[src/rtl/caches_types_pkg.sv]
// Cache-side types: memory arbiter state encoding and a saturating counter helper.
package caches_types_pkg;

  typedef logic [1:0] memarb_state_t;
  localparam memarb_state_t IDLE   = 2'd0;
  localparam memarb_state_t IGRANT = 2'd1;
  localparam memarb_state_t DGRANT = 2'd2;

  function automatic logic [7:0] sat_inc8(input logic [7:0] v);
    return (v == 8'hFF) ? v : v + 8'd1;
  endfunction

endpackage

[src/rtl/cpu_types_pkg.sv]
// Shared CPU-side types: machine word and the RAM handshake state.
package cpu_types_pkg;

  typedef logic [31:0] word_t;

  typedef logic [1:0] ramstate_t;
  localparam ramstate_t FREE   = 2'd0;
  localparam ramstate_t BUSY   = 2'd1;
  localparam ramstate_t ACCESS = 2'd2;
  localparam ramstate_t ERROR  = 2'd3;

endpackage

[src/rtl/memarb_wdog.sv]
// Grant watchdog: counts grant cycles without ACCESS and latches a sticky timeout flag.
module memarb_wdog
  import caches_types_pkg::*;
#(
  parameter int unsigned TIMEOUT_CYCLES = 255
) (
  input  logic CLK,
  input  logic RST,
  input  logic clear,
  input  logic stall,
  output logic timeout
);

  localparam logic [7:0] Limit = 8'(TIMEOUT_CYCLES);

  logic [7:0] wait_cnt_q, wait_cnt_d;

  always_comb begin
    wait_cnt_d = wait_cnt_q;
    if (clear) begin
      wait_cnt_d = 8'd0;
    end else if (stall) begin
      wait_cnt_d = sat_inc8(wait_cnt_q);
    end
  end

  // The grant is held past the limit; only the flag reports it.
  always_ff @(posedge CLK) begin
    if (RST) begin
      wait_cnt_q <= 8'd0;
      timeout    <= 1'b0;
    end else begin
      wait_cnt_q <= wait_cnt_d;
      timeout    <= timeout | (wait_cnt_d >= Limit);
    end
  end

endmodule

[src/rtl/mem_arbiter.sv]
// Round-robin arbiter of icache/dcache requests onto one single-port RAM.
// Optional MEM_ARBITER_STATS_EN adds icount/dcount/stallcount outputs.
module mem_arbiter
  import cpu_types_pkg::*;
  import caches_types_pkg::*;
#(
  parameter int unsigned TIMEOUT_CYCLES = 255
) (
  input  logic        CLK,
  input  logic        RST,
  input  logic        iREN,
  input  word_t       iaddr,
  output logic        iwait,
  output word_t       iload,
  input  logic        dREN,
  input  logic        dWEN,
  input  word_t       daddr,
  input  word_t       dstore,
  output logic        dwait,
  output word_t       dload,
  output logic        ramREN,
  output logic        ramWEN,
  output word_t       ramaddr,
  output word_t       ramstore,
  input  word_t       ramload,
  input  ramstate_t   ramstate,
  output logic        timeout,
  output logic        ramerr
`ifdef MEM_ARBITER_STATS_EN
  ,
  output logic [31:0] icount,
  output logic [31:0] dcount,
  output logic [31:0] stallcount
`endif
);

  memarb_state_t state, next_state;
  logic          last_d;
  logic          d_req, access, in_grant, i_done, d_done;

  assign d_req    = dREN | dWEN;
  assign access   = (ramstate == ACCESS);
  assign in_grant = (state != IDLE);
  // A completion needs the requester still present in the ACCESS cycle.
  assign i_done   = (state == IGRANT) & access & iREN;
  assign d_done   = (state == DGRANT) & access & d_req;

  always_comb begin
    next_state = state;
    case (state)
      IDLE: begin
        if (d_req && iREN) begin
          next_state = last_d ? IGRANT : DGRANT;
        end else if (d_req) begin
          next_state = DGRANT;
        end else if (iREN) begin
          next_state = IGRANT;
        end
      end
      IGRANT:  if (!iREN || access) next_state = IDLE;
      DGRANT:  if (!d_req || access) next_state = IDLE;
      default: next_state = IDLE;
    endcase
  end

  always_comb begin
    ramREN   = 1'b0;
    ramWEN   = 1'b0;
    ramaddr  = '0;
    ramstore = '0;
    case (state)
      IGRANT: begin
        ramREN  = 1'b1;
        ramaddr = iaddr;
      end
      DGRANT: begin
        ramWEN   = dWEN;
        ramREN   = dREN & ~dWEN;
        ramaddr  = daddr;
        ramstore = dstore;
      end
      default: ;
    endcase
  end

  assign iwait = ~i_done;
  assign dwait = ~d_done;
  assign iload = ramload;
  assign dload = ramload;

  always_ff @(posedge CLK) begin
    if (RST) begin
      state  <= IDLE;
      last_d <= 1'b0;
      ramerr <= 1'b0;
    end else begin
      state <= next_state;
      if (i_done || d_done) begin
        last_d <= d_done;
      end
      if (in_grant && (ramstate == ERROR)) begin
        ramerr <= 1'b1;
      end
    end
  end

  memarb_wdog #(
    .TIMEOUT_CYCLES(TIMEOUT_CYCLES)
  ) u_wdog (
    .CLK    (CLK),
    .RST    (RST),
    .clear  (state == IDLE),
    .stall  (in_grant & ~access),
    .timeout(timeout)
  );

`ifdef MEM_ARBITER_STATS_EN
  always_ff @(posedge CLK) begin
    if (RST) begin
      icount     <= '0;
      dcount     <= '0;
      stallcount <= '0;
    end else begin
      if (i_done) icount <= icount + 32'd1;
      if (d_done) dcount <= dcount + 32'd1;
      if (in_grant && !access) stallcount <= stallcount + 32'd1;
    end
  end
`endif

endmodule

[config.mk]
export PLATFORM = sky130hd
export DESIGN_NAME = mem_arbiter
export DESIGN_NICKNAME = d
export VERILOG_FILES = /design/src/rtl/caches_types_pkg.sv /design/src/rtl/cpu_types_pkg.sv /design/src/rtl/memarb_wdog.sv /design/src/rtl/mem_arbiter.sv
export SDC_FILE = /design/constraint.sdc
export NUM_CORES = 1
export LEC_CHECK = 0
export ABC_CLOCK_PERIOD_IN_PS = 5600
export CAP_MARGIN = 40
export CORE_AREA = 2 2 105 107
export DETAILED_ROUTE_END_ITERATION = 7
export DIE_AREA = 0 0 107 109
export GPL_TIMING_DRIVEN = 0
export SYNTH_ARGS = -nofsm -noshare
export SYNTH_HDL_FRONTEND = slang
export SYNTH_SLANG_ARGS = --single-unit
[constraint.sdc]
create_clock -name CLK -period 5.6 [get_ports CLK]
set_input_delay 0.84 -clock CLK [delete_from_list [all_inputs] [get_ports CLK]]
set_output_delay 0.84 -clock CLK [all_outputs]
set_load 0.02 [all_outputs]
==> metrics.json, run 1 <==
{
  "dp_hpwl_mm": 9.232,
  "synth_area_um2": 2019,
  "holdCritPathClass": "flip-flop to flip-flop",
  "routabilityCongestion": 0.8738,
  "min_period_ns": 3.385,
  "clock_power_share": 0.130,
  "postSynthRegisterBits": 13,
  "clk_latency_ns": 0.25,
  "max-vdd-ir-drop_mv": 0.07769,
  "n_antenna_cell": 0,
  "cts.sinks": 13,
  "share_of_cells_above_drive_strength_1": 0.1559,
  "synth_flop_cell": "sky130_fd_sc_hd__dfxtp_1",
  "run_status": "finished, final reports clean",
  "detail_route.first_pass.iterations": 4,
  "post_cts_setup_buffers": 0,
  "portbufs": 236,
  "swShare": 0.3828,
  "fin_tns_setup_ns": 0,
  "number_of_standard_cells_in_the_layout_taps_in_and_fillers_out": 653,
  "post_synthesis_cells": 273,
  "p_switching_uw": 249.5,
  "start_util": 0.1905,
  "num_io_pins": 269,
  "cell_internal_pwr_uw": 402.3,
  "grt_util_met1": 0.1992,
  "timing.hold.ws_ns": 0.4548,
  "comb_power_share": 0.720,
  "totalWireLength_mm": 10.65,
  "final-max-slew-violation-count": 0,
  "grt_setup_unrepaired": "no",
  "clkTransAtPathRegs_ns": 0.05,
  "grt_start_max_net_pins": 11,
  "cp.required_ns": 4.76,
  "final_antenna_net_count": 0,
  "synth_sequential_area_ratio": 0.1289,
  "vias": 2667,
  "max_cap_viol_count": 0,
  "synth.net_count": 412,
  "cp-end-kind": "output pin",
  "floorplan.die.height_um": 109,
  "place_inst": 649,
  "syn_avg_cell_area_um2": 7.397,
  "first_global_vias": 2495,
  "synth.top_cell.area_share": 0.2454,
  "worst_slew_margin_rel": 0.5966,
  "yosys_warnings": 0,
  "antenna_violations_before_repair": 0,
  "deepest_clock_path_buffer_count": 2,
  "area_growth_syn_to_layout_pct": 127.9,
  "drt_drc_violations_left": 0,
  "crit_path_max_fanout": 10,
  "overflow": 0,
  "globalRoute.busiestLayer": "met2",
  "synth_area_leader_cell": "sky130_fd_sc_hd__buf_4",
  "use_met3": 0.04065,
  "yosys.cell_types.count": 39,
  "cts_max_level": 1,
  "cp.arrival_ns": 2.54,
  "gr-usage-all-layers": 0.1653,
  "drt_iter0_drc": 126,
  "nets": 653,
  "synth-edff-count": 0,
  "groute.layer.met2.usage": 0.3039,
  "cts-buffers-inserted": 3,
  "avgViaCountPerCell": 4.084,
  "hold_violation_count_in_the_final_report": 0,
  "cts_hold_repair.buffers": 0,
  "placeableCoreArea_um2": 10600,
  "achievable-frequency_ghz": 0.2954,
  "clock_root_buffer": "sky130_fd_sc_hd__clkbuf_8",
  "static-leakage-power_uw": 0.001737,
  "final.period_utilization": 0.6045,
  "share_seq_of_total_power": 0.150,
  "synthArstFlopShare": 0,
  "worst-setup-path-type": "flip-flop to output pin",
  "setup_viol": 0,
  "wire_per_inst_um": 16.32,
  "p_per_area_nw_per_um2": 141.6,
  "rows": 38,
  "tritoncts": "yes",
  "synth.area.top_cells": "sky130_fd_sc_hd__buf_4 (25%), sky130_fd_sc_hd__dfxtp_1 (13%), sky130_fd_sc_hd__a22oi_1 (12%)",
  "start_kind": "flip-flop",
  "die_width_um": 107,
  "cts-resized-gates": 0,
  "timing_worst_slew_pin_value_ns": 0.6051,
  "die-area_um2": 11660,
  "finClkSkew_ns": 0.0008556,
  "first_pass_grt_wire_length_mm": 14.81
}
## Yosys cell counts, types with 5 or more instances
master and n:
sky130_fd_sc_hd__nor2_1 15, sky130_fd_sc_hd__clkbuf_1 14, sky130_fd_sc_hd__inv_1 5, sky130_fd_sc_hd__and2_1 33, sky130_fd_sc_hd__nand2_1 10, sky130_fd_sc_hd__dfxtp_1 13
sky130_fd_sc_hd__nor2b_1 33, sky130_fd_sc_hd__buf_4 66, sky130_fd_sc_hd__a22oi_1 32
## per-stage QoR
| step | utilization | instance area [µm²] | power (µW) | setup slack, ns |
|---|---|---|---|---|
| 2_1_floorplan | - | 2019 | 336.2 | 3.323 |
| 3_3_place_gp | 0.4298 | 4557 | 567.3 | 2.436 |
| 3_5_place_dp | 0.4298 | 4557 | 570.1 | 2.433 |
| 4_1_cts | 0.4340 | 4602 | 658.9 | 2.178 |
| 5_1_grt | 0.4340 | 4602 | 687.4 | 2.063 |
| 6_report | 0.4340 | 4602 | 651.8 | 2.215 |
## area by class of cell
type	count	area [µm²]
buffer	83	584.3
clock buffer	4	45.04
fill	1051	6001
inverter	5	18.77
multi-input combinational	172	1156
sequential	13	260.3
tap	140	175.2
timing repair buffer	236	2362
## registers in the layout (all words and copies together) (netlist names)
signal             cells
last_d                 1
ramerr                 1
state                  2
u_wdog.timeout         1
u_wdog.wait_cnt_q      8
## placed cells by master, fill, tap and decap left out, types with 2 or more instances in the layout
cell type                         instances
sky130_fd_sc_hd__a31oi_1                  2
sky130_fd_sc_hd__clkdlybuf4s50_1        236
sky130_fd_sc_hd__mux2i_1                  4
sky130_fd_sc_hd__nand3b_1                 2
sky130_fd_sc_hd__a21oi_1                  4
sky130_fd_sc_hd__o21ai_0                  3
sky130_fd_sc_hd__nor2_1                  15
sky130_fd_sc_hd__nand3_1                  4
sky130_fd_sc_hd__dfxtp_1                 13
sky130_fd_sc_hd__clkbuf_1                15
sky130_fd_sc_hd__clkbuf_8                 3
sky130_fd_sc_hd__ha_1                     4
sky130_fd_sc_hd__xor2_1                   4
sky130_fd_sc_hd__buf_4                   66
sky130_fd_sc_hd__nand2_1                 10
sky130_fd_sc_hd__nor2b_1                 33
sky130_fd_sc_hd__a22oi_1                 32
sky130_fd_sc_hd__nor3_1                   3
sky130_fd_sc_hd__and2_1                  33
sky130_fd_sc_hd__inv_1                    5
sky130_fd_sc_hd__nand2b_1                 2
## worst max-delay path, stage by stage (launching register included)
cell and delay, ns:
sky130_fd_sc_hd__dfxtp_1 0.31, sky130_fd_sc_hd__inv_1 0.08, sky130_fd_sc_hd__ha_1 0.14, sky130_fd_sc_hd__clkbuf_1 0.32
sky130_fd_sc_hd__clkbuf_1 0.41, sky130_fd_sc_hd__a22oi_1 0.17, sky130_fd_sc_hd__nor2b_1 0.19, sky130_fd_sc_hd__clkdlybuf4s50_1 0.68
## routing by layer
metal | vias to the layer above | share of wire | wire (µm)
met2 | 97 | 0.51 | 5437
met5 | - | 0 | 0
met3 | 5 | 0.072 | 767
li1 | 1329 | - | -
met4 | 0 | 0.0067 | 71
met1 | 1236 | 0.41 | 4378
## power groups by stage
stage	combinational, µW	clock (µW)	sequential, µW
final	469	84.6	98.1
after global routing	498	91.2	98.4
after CTS	473	87.7	98.1
after detailed placement	470	0	100
after global placement	467	0	100
after floorplan	236	0	100
## cell families after synthesis
family / after synthesis / share of synthesized area
fa+ha+maj: 4 / 0.02478
xor+xnor: 5 / 0.02168
compound gates: 47 / 0.1784
flops: 13 / 0.1289
mux: 5 / 0.02540
simple gates: 111 / 0.3222
buf+inv: 88 / 0.2986
## worst paths after layout
check                             from              to  slack, ns  depth (start not counted)
setup / recovery              state[1]      ramaddr[0]       2.22                          7
hold / removal                  last_d          last_d       0.45                          2
setup reg to reg  u_wdog.wait_cnt_q[0]  u_wdog.timeout       3.55                          6
hold reg to reg                 last_d          last_d       0.45                          2
Note: power is estimated with default switching activity, not from simulation.
==> run 2, diff against run 1 <==
--- a/config.mk
+++ b/config.mk
@@ -5,11 +5,11 @@
 export SDC_FILE = /design/constraint.sdc
 export NUM_CORES = 1
 export LEC_CHECK = 0
-export ABC_CLOCK_PERIOD_IN_PS = 5600
+export ABC_CLOCK_PERIOD_IN_PS = 3500
 export CAP_MARGIN = 40
-export CORE_AREA = 2 2 105 107
+export CORE_AREA = 2 2 106 108
 export DETAILED_ROUTE_END_ITERATION = 7
-export DIE_AREA = 0 0 107 109
+export DIE_AREA = 0 0 108 110
 export GPL_TIMING_DRIVEN = 0
 export SYNTH_ARGS = -nofsm -noshare
 export SYNTH_HDL_FRONTEND = slang
==> constraint.sdc (replaced) <==
create_clock -name CLK -period 3.5 [get_ports CLK]
set_input_delay 0.525 -clock CLK [delete_from_list [all_inputs] [get_ports CLK]]
set_output_delay 0.525 -clock CLK [all_outputs]
set_load 0.02 [all_outputs]
==> metrics.json, run 2 (synthesis results as in run 1) <==
{
  "avgViaCountPerCell": {"value": 4.046, "change": "-0.94%"},
  "clock_root_buffer": "sky130_fd_sc_hd__clkbuf_8",
  "static-leakage-power": {"value": 0.001737, "unit": "µW", "change": "unchanged"},
  "first_global_vias": {"value": 2507, "change": "+0.48%"},
  "worst_slew_margin_rel": {"value": 0.6363, "change": "+0.03970"},
  "drt_drc_violations_left": {"value": 0, "change": "unchanged"},
  "start_util": {"value": 0.1888, "change": "-0.001693"},
  "cp-end-kind": "output pin",
  "cts-resized-gates": {"value": 0, "change": "unchanged"},
  "p_per_area": {"value": 224.6, "unit": "nW/µm²", "change": "+59%"},
  "cpLargestDelayFamily": "buffers and inverters",
  "cp_slowest_stage_delay": {"value": 0.62, "unit": "ns", "change": "-0.06 ns"},
  "achievable-frequency_ghz": 0.3256,
  "place_inst": {"value": 649, "change": "unchanged"},
  "floorplan.die.height": {"value": 110, "unit": "µm", "change": "+0.92%"},
  "comb_power_share": {"value": 0.718, "change": "-0.002"},
  "detail_route.first_pass.iterations": {"value": 4, "change": "unchanged"},
  "swShare": {"value": 0.3771, "change": "-0.005632"},
  "worst-r2r-setup-slack": {"value": 1.48, "unit": "ns", "change": "-2.07 ns"},
  "timing.critical_path.mode_cell": "sky130_fd_sc_hd__clkbuf_1",
  "final_antenna_net_count": {"value": 0, "change": "unchanged"},
  "nets": {"value": 653, "change": "unchanged"},
  "first_pass_grt_wire_length": {"value": 13.57, "unit": "mm", "change": "-8.4%"},
  "clk_latency": {"value": 0.25, "unit": "ns", "change": "about the same"},
  "r2r-end": "u_wdog.timeout",
  "mostFrequentLayoutCells": "sky130_fd_sc_hd__clkdlybuf4s50_1 (236), sky130_fd_sc_hd__buf_4 (66), sky130_fd_sc_hd__nor2b_1 (33), sky130_fd_sc_hd__and2_1 (33), sky130_fd_sc_hd__a22oi_1 (32)",
  "cts.sinks": {"value": 13, "change": "unchanged"},
  "design_area": {"value": 4602, "unit": "µm²", "change": "unchanged"},
  "dp_hpwl": {"value": 8.309, "unit": "mm", "change": "-10%"},
  "final.period_utilization": 0.8776,
  "gr-usage-all-layers": {"value": 0.1446, "change": "-0.02070"},
  "die-area": {"value": 11880, "unit": "µm²", "change": "+1.9%"},
  "run_status": "finished, final reports clean",
  "crit_path_cell_trace": "inv_1 > ha_1 > clkbuf_1 > clkbuf_1 > a22oi_1 > nor2b_1 > clkdlybuf4s50_1",
  "timing.critical_path.slowest_stage_cell": "sky130_fd_sc_hd__clkdlybuf4s50_1",
  "p_switching": {"value": 389.7, "unit": "µW", "change": "+56%"},
  "grt_start_max_net_pins": {"value": 11, "change": "unchanged"},
  "num_io_pins": {"value": 269, "change": "unchanged"},
  "routabilityCongestion": {"value": 0.7743, "change": "-11%"},
  "final-max-slew-violation-count": {"value": 0, "change": "unchanged"},
  "placeableCoreArea": {"value": 10700, "unit": "µm²", "change": "+0.90%"},
  "overflow": {"value": 0, "change": "unchanged"},
  "antenna_violations_before_repair": {"value": 0, "change": "unchanged"},
  "post_cts_setup_buffers": {"value": 0, "change": "unchanged"},
  "die_width": {"value": 108, "unit": "µm", "change": "+0.93%"},
  "deepest_clock_path_buffer_count": {"value": 2, "change": "unchanged"},
  "grt_setup_unrepaired": "no",
  "cts-buffers-inserted": {"value": 3, "change": "unchanged"},
  "rows": {"value": 38, "change": "unchanged"},
  "fin_total_pwr": {"value": 1033, "unit": "µW", "change": "+59%"},
  "max_cap_viol_count": {"value": 0, "change": "unchanged"},
  "vias": {"value": 2642, "change": "-0.94%"},
  "cts_max_level": {"value": 1, "change": "unchanged"},
  "crit_path_max_fanout": {"value": 10, "change": "unchanged"},
  "max-vdd-ir-drop": {"value": 0.2636, "unit": "mV", "change": "+240%"},
  "wire_per_inst": {"value": 14.69, "unit": "µm", "change": "-10%"},
  "cp.required": {"value": 2.97, "unit": "ns", "change": "-1.79 ns"},
  "endpoint": "ramaddr[10]",
  "clock_power_share": {"value": 0.130, "change": "about the same"},
  "fin_tns_setup": {"value": 0, "unit": "ns", "change": "unchanged"},
  "min_period_ns": 3.071,
  "worst-setup-path-type": "flip-flop to output pin",
  "critical_path_buf_inv_count": {"value": 4, "change": "unchanged"},
  "post_dp_area": {"value": 4557, "unit": "µm²", "change": "unchanged"},
  "share_seq_of_total_power": {"value": 0.152, "change": "+0.002"},
  "path_depth": {"value": 7, "change": "unchanged"},
  "setup_viol": {"value": 0, "change": "unchanged"},
  "biggest_registers_after_layout": "u_wdog.wait_cnt_q (8), state (2)",
  "hold_violation_count_in_the_final_report": {"value": 0, "change": "unchanged"},
  "number_of_standard_cells_in_the_layout_taps_in_and_fillers_out": {"value": 653, "change": "unchanged"},
  "reg2regPathDepth": {"value": 6, "change": "unchanged"},
  "clkTransAtPathRegs": {"value": 0.05, "unit": "ns", "change": "about the same"},
  "tritoncts": "yes",
  "start_kind": "flip-flop",
  "drt_iter0_drc": {"value": 97, "change": "-23%"},
  "largest_reg_flops": {"value": 8, "change": "unchanged"},
  "finClkSkew": {"value": 0.001317, "unit": "ns", "change": "+0.0004618 ns"},
  "final_common_cell": "sky130_fd_sc_hd__clkdlybuf4s50_1",
  "cts_hold_repair.buffers": {"value": 0, "change": "unchanged"},
  "timing_worst_slew_pin_value": {"value": 0.5455, "unit": "ns", "change": "-0.05955 ns"},
  "share_of_cells_above_drive_strength_1": {"value": 0.1559, "change": "unchanged"},
  "regToRegStartpoint": "u_wdog.wait_cnt_q[0]",
  "cp.arrival": {"value": 2.55, "unit": "ns", "change": "about the same"},
  "cell_internal_pwr": {"value": 643.6, "unit": "µW", "change": "+60%"},
  "portbufs": {"value": 236, "change": "unchanged"},
  "holdCritPathClass": "flip-flop to flip-flop",
  "n_antenna_cell": {"value": 0, "change": "unchanged"},
  "area_growth_syn_to_layout": {"value": 127.9, "unit": "%", "change": "unchanged"},
  "crit_start": "state[1]",
  "totalWireLength": {"value": 9.591, "unit": "mm", "change": "-10%"},
  "largest_register_by_flop_count": "u_wdog.wait_cnt_q"
}
==> run 2: per-stage QoR <==
step / utilization / setup WS [ns] / hold WS (ns)
2_1_floorplan: - / 1.538 / 0.4307
3_3_place_gp: 0.4260 / 0.6787 / 0.4449
3_5_place_dp: 0.4260 / 0.6176 / 0.4500
4_1_cts: 0.4302 / 0.3631 / 0.4575
5_1_grt: 0.4302 / 0.1930 / 0.4854
6_report: 0.4302 / 0.4286 / 0.4587
==> run 2: per-layer routing <==
metal | wire length (µm) | GRT usage
met2 | 5135 | 0.2808
met5 | 0 | 0
met3 | 764 | 0.03057
met1 | 3569 | 0.1628
met4 | 122 | 0.02747
==> run 2: area by class of cell <==
class | count | area (µm²)
sequential | 13 | 260.3
tap | 140 | 175.2
clock buffer | 4 | 45.04
buffer | 83 | 584.3
timing repair buffer | 236 | 2362
multi-input combinational | 172 | 1156
inverter | 5 | 18.77
fill | 1059 | 6096
==> run 2: worst min path at each step <==
stage                      start     end  slack, ns  depth (start not counted)
after global routing      last_d  last_d       0.49                          2
after floorplan           last_d  last_d       0.43                          2
after global placement    last_d  last_d       0.44                          2
after detailed placement  last_d  last_d       0.45                          2
final                     last_d  last_d       0.46                          2
after CTS                 last_d  last_d       0.46                          2
==> run 2: power groups by stage <==
stage	Clock (µW)	Sequential, µW	Combinational (µW)
finish	135	157	742
global route	149	158	798
CTS	138	157	752
detailed placement	0	160	749
global placement	0	160	744
floorplan	0	160	378
==> run 2: worst reg2reg max path, cell delays in order (launching register included) <==
cell and delay (ns):
sky130_fd_sc_hd__dfxtp_1 0.37, sky130_fd_sc_hd__ha_1 0.28, sky130_fd_sc_hd__and3_4 0.22, sky130_fd_sc_hd__a311oi_4 0.50
sky130_fd_sc_hd__nand4_2 0.19, sky130_fd_sc_hd__o31ai_2 0.23, sky130_fd_sc_hd__o211a_1 0.18
